$ cat config.mk
export PLATFORM = sky130hd
export DESIGN_NAME = m_user_input_flat
export DESIGN_NICKNAME = d
export VERILOG_FILES = /design/src/rtl/m_user_input_pkg.sv /design/src/rtl/m_user_input_if.sv /design/src/rtl/m_btn_debounce.sv /design/src/rtl/m_user_input.sv /design/src/flat_wrapper.sv
export SDC_FILE = /design/constraint.sdc
export NUM_CORES = 1
export LEC_CHECK = 0
export ABC_AREA = 1
export CORE_ASPECT_RATIO = 1.2
export CORE_MARGIN = 10
export CORE_UTILIZATION = 55
export CTS_BUF_LIST = sky130_fd_sc_hd__clkbuf_8
export DETAILED_ROUTE_END_ITERATION = 8
export PLACE_DENSITY_LB_ADDON = 0.12
export SLEW_MARGIN = 0
export SYNTH_ARGS = -nofsm -noshare
export SYNTH_HDL_FRONTEND = slang
export SYNTH_SLANG_ARGS = --single-unit
$ cat constraint.sdc
create_clock -name w_clk -period 4.9 [get_ports w_clk]
set_input_delay 0.98 -clock w_clk [delete_from_list [all_inputs] [get_ports w_clk]]
set_output_delay 0.98 -clock w_clk [all_outputs]
set_load 0.01 [all_outputs]
$ cat src/rtl/m_user_input_pkg.sv
// Shared command codes, button indices and repeat-FSM state type for the
// Connect-Four button path (consumed by m_user_input and m_ai_play).
package m_user_input_pkg;

  localparam int NUM_BTN = 3;

  localparam int BTN_INC = 0;
  localparam int BTN_DEC = 1;
  localparam int BTN_OK  = 2;

  localparam logic [3:0] USER_INPUT_IDLE = 4'b0000;
  localparam logic [3:0] USER_INPUT_INC  = 4'b0001;
  localparam logic [3:0] USER_INPUT_DEC  = 4'b0010;
  localparam logic [3:0] USER_INPUT_OK   = 4'b0100;

  typedef enum logic [1:0] {
    IDLE   = 2'd0,
    DELAY  = 2'd1,
    REPEAT = 2'd2
  } rpt_state_e;

endpackage

$ cat src/rtl/m_user_input_if.sv
// Button/command bundle between the board buttons and the game logic.
interface m_user_input_if;
  logic [2:0] i_btn;
  logic [3:0] o_user_input;
  logic [2:0] o_held;

  modport master (output i_btn, input o_user_input, input o_held);
  modport slave  (input i_btn, output o_user_input, output o_held);
endinterface

$ cat src/rtl/m_btn_debounce.sv
// Two-flop synchroniser plus counter debounce for one push-button.
// o_rise is a registered one-cycle strobe on the stable level's 0->1 flip.
module m_btn_debounce #(
  parameter int DEBOUNCE_CYCLES = 100000
) (
  input  logic w_clk,
  input  logic w_rst,
  input  logic i_btn,
  output logic o_level,
  output logic o_rise
);

  localparam int CNT_W = $clog2(DEBOUNCE_CYCLES + 1);

  logic [1:0]       sync_q;
  logic             level_q, level_d;
  logic             rise_q, rise_d;
  logic [CNT_W-1:0] cnt_q, cnt_d;
  logic             differ, flip;

  always_comb begin
    differ  = sync_q[1] ^ level_q;
    flip    = differ && (cnt_q == CNT_W'(DEBOUNCE_CYCLES));
    cnt_d   = '0;
    if (differ && !flip) cnt_d = cnt_q + CNT_W'(1);
    level_d = level_q ^ flip;
    rise_d  = flip & ~level_q;
  end

  // sync -> count -> stable level
  always_ff @(posedge w_clk) begin
    if (w_rst) begin
      sync_q  <= '0;
      cnt_q   <= '0;
      level_q <= 1'b0;
      rise_q  <= 1'b0;
    end else begin
      sync_q  <= {sync_q[0], i_btn};
      cnt_q   <= cnt_d;
      level_q <= level_d;
      rise_q  <= rise_d;
    end
  end

  assign o_level = level_q;
  assign o_rise  = rise_q;

endmodule

$ cat src/rtl/m_user_input.sv
// Debounces INC/DEC/OK, auto-repeats INC/DEC while held, and emits a
// registered single-cycle one-hot command (OK > DEC > INC).
module m_user_input
  import m_user_input_pkg::*;
#(
  parameter int DEBOUNCE_CYCLES = 100000,
  parameter int REPEAT_DELAY    = 50000000,
  parameter int REPEAT_PERIOD   = 10000000
) (
  input  logic           w_clk,
  input  logic           w_rst,
  m_user_input_if.slave  bus
);

  localparam int RPT_MAX = (REPEAT_DELAY > REPEAT_PERIOD) ? REPEAT_DELAY : REPEAT_PERIOD;
  localparam int RPT_W   = $clog2(RPT_MAX + 1);

  logic [NUM_BTN-1:0] level, rise;
  logic [NUM_BTN-1:0] req;
  logic [1:0]         rpt_req;
  rpt_state_e         state_q [2];
  rpt_state_e         state_d [2];
  logic [RPT_W-1:0]   cnt_q   [2];
  logic [RPT_W-1:0]   cnt_d   [2];
  logic [3:0]         out_q, out_d;

  for (genvar g = 0; g < NUM_BTN; g++) begin : g_btn
    m_btn_debounce #(.DEBOUNCE_CYCLES(DEBOUNCE_CYCLES)) u_db (
      .w_clk   (w_clk),
      .w_rst   (w_rst),
      .i_btn   (bus.i_btn[g]),
      .o_level (level[g]),
      .o_rise  (rise[g])
    );
  end

  // Index 0 is INC and index 1 is DEC, matching the button bit order.
  // A release always wins over a request due in the same cycle.
  always_comb begin
    for (int i = 0; i < 2; i++) begin
      state_d[i] = state_q[i];
      cnt_d[i]   = cnt_q[i];
      rpt_req[i] = 1'b0;
      case (state_q[i])
        IDLE: begin
          if (rise[i]) begin
            rpt_req[i] = 1'b1;
            state_d[i] = DELAY;
            cnt_d[i]   = '0;
          end
        end
        DELAY: begin
          if (!level[i]) begin
            state_d[i] = IDLE;
            cnt_d[i]   = '0;
          end else if (cnt_q[i] == RPT_W'(REPEAT_DELAY - 1)) begin
            rpt_req[i] = 1'b1;
            state_d[i] = REPEAT;
            cnt_d[i]   = '0;
          end else begin
            cnt_d[i] = cnt_q[i] + RPT_W'(1);
          end
        end
        REPEAT: begin
          if (!level[i]) begin
            state_d[i] = IDLE;
            cnt_d[i]   = '0;
          end else if (cnt_q[i] == RPT_W'(REPEAT_PERIOD - 1)) begin
            rpt_req[i] = 1'b1;
            cnt_d[i]   = '0;
          end else begin
            cnt_d[i] = cnt_q[i] + RPT_W'(1);
          end
        end
        default: begin
          state_d[i] = IDLE;
          cnt_d[i]   = '0;
        end
      endcase
    end
  end

  always_comb begin
    req   = {rise[BTN_OK], rpt_req[BTN_DEC], rpt_req[BTN_INC]};
    out_d = USER_INPUT_IDLE;
    if (req[BTN_OK])       out_d = USER_INPUT_OK;
    else if (req[BTN_DEC]) out_d = USER_INPUT_DEC;
    else if (req[BTN_INC]) out_d = USER_INPUT_INC;
  end

  // FSM state / output register
  always_ff @(posedge w_clk) begin
    if (w_rst) begin
      for (int i = 0; i < 2; i++) begin
        state_q[i] <= IDLE;
        cnt_q[i]   <= '0;
      end
      out_q <= USER_INPUT_IDLE;
    end else begin
      for (int i = 0; i < 2; i++) begin
        state_q[i] <= state_d[i];
        cnt_q[i]   <= cnt_d[i];
      end
      out_q <= out_d;
    end
  end

  assign bus.o_user_input = out_q;
  assign bus.o_held       = level;

endmodule
$ cat src/flat_wrapper.sv
// flat-port wrapper written by rule: the top's interface ports become plain ports
module m_user_input_flat import m_user_input_pkg::*;
#(
  parameter int DEBOUNCE_CYCLES = 100000,
  parameter int REPEAT_DELAY    = 50000000,
  parameter int REPEAT_PERIOD   = 10000000
)
  (w_clk, w_rst, bus_i_btn, bus_o_user_input, bus_o_held);
  m_user_input_if bus_i ();
  input  logic w_clk;
  input  logic w_rst;
  input wire logic [$bits(bus_i.i_btn)-1:0] bus_i_btn;
  output wire logic [$bits(bus_i.o_user_input)-1:0] bus_o_user_input;
  output wire logic [$bits(bus_i.o_held)-1:0] bus_o_held;
  assign bus_i.i_btn = bus_i_btn;
  assign bus_o_user_input = bus_i.o_user_input;
  assign bus_o_held = bus_i.o_held;
  m_user_input #(.DEBOUNCE_CYCLES(DEBOUNCE_CYCLES), .REPEAT_DELAY(REPEAT_DELAY), .REPEAT_PERIOD(REPEAT_PERIOD)) u_core (.w_clk(w_clk), .w_rst(w_rst), .bus(bus_i));
endmodule
==> results.json <==
{
  "synthFlopType": "sky130_fd_sc_hd__dfxtp_1",
  "placement.cell_area_mm2": 0.00692,
  "setup_viol": 0,
  "cts_htree_levels": 4,
  "fin_util_pct": 60.5,
  "nets": 1040,
  "synth_seq_cells": 122,
  "syn-mean-instance-area_um2": 6.65,
  "post_route_cells_drive_above_1_share_pct": 5.82,
  "finalWeightedCongestion": 0.876,
  "layout.filler_cells": 1178,
  "outcome": "completed",
  "grt_pass1_wl_mm": 24.7,
  "critPathBufInv": 1,
  "worst_path_arrival_time_ns": 1.53,
  "postSynth.asyncResetShare_pct": 0,
  "die_height_um": 141,
  "r2r-start": "u_core.state_q[0][2]",
  "post_cts.repair.setup_buffers": 0,
  "via_count": 6113,
  "timing.final.max_slew_violations": 0,
  "hold_path.startpoint": "u_core.g_btn[0].u_db.sync_q[0]",
  "worstReg2RegEnd": "u_core.cnt_q[0][35]",
  "finalPower_mw": 2.06,
  "critical_path_end_type": "output port",
  "synthDistinctLibCells": 37,
  "layout.cells.most_common": "sky130_fd_sc_hd__nand2_1",
  "timing.critical_path.fanout_max": 8,
  "post_cts.resized_instances": 0,
  "mappedNetlistArea_mm2": 0.00675,
  "rsz0062_at_grt": "false",
  "r2r.worst_path.cells": 8,
  "synth-warning-count": 0,
  "dieArea_mm2": 0.0171,
  "floorplan.io_pins": 12,
  "cts_root_buf": "sky130_fd_sc_hd__clkbuf_8",
  "grt_pass1_vias": 5615,
  "ff2ff_setup_slack_ns": 2.69,
  "syn-num-nets": 1035,
  "worstSkewPairLatency_ns": 0.44,
  "drt-vias-per-instance": 5.13,
  "tritoncts": "done",
  "seq_area_frac_synth_pct": 36.2,
  "timing.slew.headroom_pct": 24.9,
  "worst_hold_slack_ns": 0.405,
  "gr-total-overflow": 0,
  "timing.setup.critical_path_class": "reg2out",
  "post_dp_hpwl_mm": 9.88,
  "drt-pass1-iter-count": 5,
  "wire_per_inst_um": 11.8,
  "synth_cells": 1014,
  "largest_clock_skew_in_the_final_design_ns": 0.00930,
  "transition_time_at_the_pin_with_the_least_slew_margin_ns": 1.12,
  "min_period_over_period_pct": 51.3,
  "timing.final.hold_violations": 0,
  "power.leakage_nw": 2.49,
  "data_required_time_at_the_worst_endpoint_ns": 3.92,
  "worst_setup_path_start_kind": "flop",
  "grt_antenna_before_repair": 0,
  "hold_path.class": "reg2reg",
  "design_area_mm2": 0.00729,
  "core.rowCount": 44,
  "grt_max_degree": 64,
  "area_growth_syn_to_layout_pct": 8.05,
  "postRouteWirelength_mm": 14.0,
  "finalWorstPathRequiredPeriod_ns": 2.51,
  "num_antenna_cells": 0,
  "cts-hold-fix-buffers": 0,
  "portBuffers": 10,
  "gr-usage-all-layers_pct": 17.0,
  "tns_ns": 0,
  "remaining_drc_errors": 0,
  "die_x_extent_um": 121,
  "crit_family": "buffers and inverters",
  "power_density_mw_per_mm2": 282,
  "cts-buffers-inserted": 17,
  "clock_tree.buffer_depth": 2,
  "start_util_pct": 56.0,
  "synth_edf_count": 0,
  "min_to": "u_core.g_btn[0].u_db.sync_q[1]",
  "max_cap_violations": 0,
  "final_antenna_net_count": 0,
  "timing.critical_path.slowest_cell_delay_ns": 0.60,
  "numClockSinks": 122,
  "floorplan.core_area_mm2": 0.0121,
  "cp_cell_sequence": "clkdlybuf4s50_1",
  "first_iter_violations": 314,
  "min_delay_path_depth": 2,
  "timing.critical_path.slowest_stage_cell": "sky130_fd_sc_hd__clkdlybuf4s50_1",
  "clk_pin_slew_worst_paths_ns": 0.07,
  "max-vdd-ir-drop_v": 0.000238,
  "max_freq_mhz": 398,
  "layout_common_cells": "sky130_fd_sc_hd__nand2_1, sky130_fd_sc_hd__nor2_1, sky130_fd_sc_hd__dfxtp_1"
}
==> sequential cells by signal, summed over array words and instances (netlist names), named ones only <==
name and flops:
u_core.cnt_q 52, u_core.g_btn.u_db.cnt_q 51, u_core.g_btn.u_db.sync_q 6, u_core.state_q 4, u_core.bus.o_user_input 3, u_core.g_btn.u_db.o_rise 3
==> metal layers <==
layer | vias up | global-route usage [%] | share of wire (%)
met5 | - | 0 | 0
met4 | 0 | 6.04 | 1.3
met3 | 19 | 4.21 | 4.3
met2 | 108 | 28.6 | 48
met1 | 2723 | 20.5 | 47
li1 | 3263 | - | -
==> worst min-delay path, stage by stage (launching register included) <==
cell,delay (ns)
sky130_fd_sc_hd__dfxtp_1,0.30
sky130_fd_sc_hd__inv_1,0.04
sky130_fd_sc_hd__nor2_1,0.03
==> area by class of cell <==
type                            instances  area [um^2]  share of cell area, %
Multi-Input combinational cell        762         3770                   51.7
Sequential cell                       122         2440                   33.5
Inverter                              103          387                   5.30
Clock buffer                           20          275                   3.78
Tap cell                              161          201                   2.76
Timing Repair Buffer                   13          118                   1.61
Clock inverter                         11         97.6                   1.34
==> power by group <==
part	switching (mW)	internal [mW]	leakage, nW
Clock	0.408	0.435	0.182
Combinational	0.157	0.0447	1.32
Sequential	0.00945	1.00	0.984
Total	0.575	1.48	2.49
==> synth_stat cells (2+ instances only) <==
cell | count | area, um^2
sky130_fd_sc_hd__and3_1 | 2 | 12.5
sky130_fd_sc_hd__a31oi_1 | 3 | 18.8
sky130_fd_sc_hd__dfxtp_1 | 122 | 2440
sky130_fd_sc_hd__a21oi_1 | 80 | 400
sky130_fd_sc_hd__o21bai_1 | 2 | 15.0
sky130_fd_sc_hd__nor3b_1 | 8 | 60.1
sky130_fd_sc_hd__nand4_1 | 12 | 75.1
sky130_fd_sc_hd__buf_2 | 6 | 30.0
sky130_fd_sc_hd__nand2_2 | 4 | 25.0
sky130_fd_sc_hd__clkbuf_1 | 12 | 45.0
sky130_fd_sc_hd__nand3_1 | 84 | 420
sky130_fd_sc_hd__buf_4 | 4 | 30.0
sky130_fd_sc_hd__o211ai_1 | 2 | 15.0
sky130_fd_sc_hd__nor3_1 | 29 | 145
sky130_fd_sc_hd__xnor2_1 | 9 | 78.8
sky130_fd_sc_hd__xor2_1 | 29 | 254
sky130_fd_sc_hd__or2_2 | 7 | 43.8
sky130_fd_sc_hd__buf_6 | 4 | 45.0
sky130_fd_sc_hd__nand3_2 | 3 | 30.0
sky130_fd_sc_hd__nand3b_1 | 30 | 225
sky130_fd_sc_hd__nor2_2 | 3 | 18.8
sky130_fd_sc_hd__inv_1 | 102 | 383
sky130_fd_sc_hd__nor4_1 | 6 | 37.5
sky130_fd_sc_hd__nand2_1 | 261 | 980
sky130_fd_sc_hd__nor2_1 | 151 | 567
sky130_fd_sc_hd__ha_1 | 16 | 200
sky130_fd_sc_hd__o21ai_0 | 11 | 55.1
sky130_fd_sc_hd__or2_0 | 3 | 18.8
==> worst max-delay path by stage <==
stage | from | endpoint | slack [ns] | depth (start not counted)
finish | flop | bus_o_held[0] | 2.39 | 1
detailed placement | w_rst | u_core.g_btn[0].u_db.cnt_q[9] | 2.21 | 7
global route | flop | bus_o_held[0] | 2.30 | 1
floorplan | w_rst | u_core.g_btn[1].u_db.cnt_q[7] | 2.88 | 7
CTS | flop | bus_o_held[0] | 2.35 | 1
global placement | w_rst | u_core.g_btn[0].u_db.cnt_q[8] | 2.27 | 7
==> cells by family after synthesis <==
logic type	Yosys count	share of synthesized area (%)
AND/OR/NAND/NOR	609	40.4
flip-flops	122	36.2
buffers and inverters	130	8.01
XOR/XNOR	38	4.93
other	1	0.0556
adder cells (fa/ha/maj)	16	2.97
AO/OA/AOI/OAI	98	7.47
==> metrics by stage <==
step,worst slack [ns],cells
after detailed placement,2.21,1161
final,2.39,1192
after CTS,2.35,1192
after global routing,2.30,1192
after floorplan,2.88,1014
after global placement,2.27,1161
No activity file was read; power rests on OpenSTA's default activity.
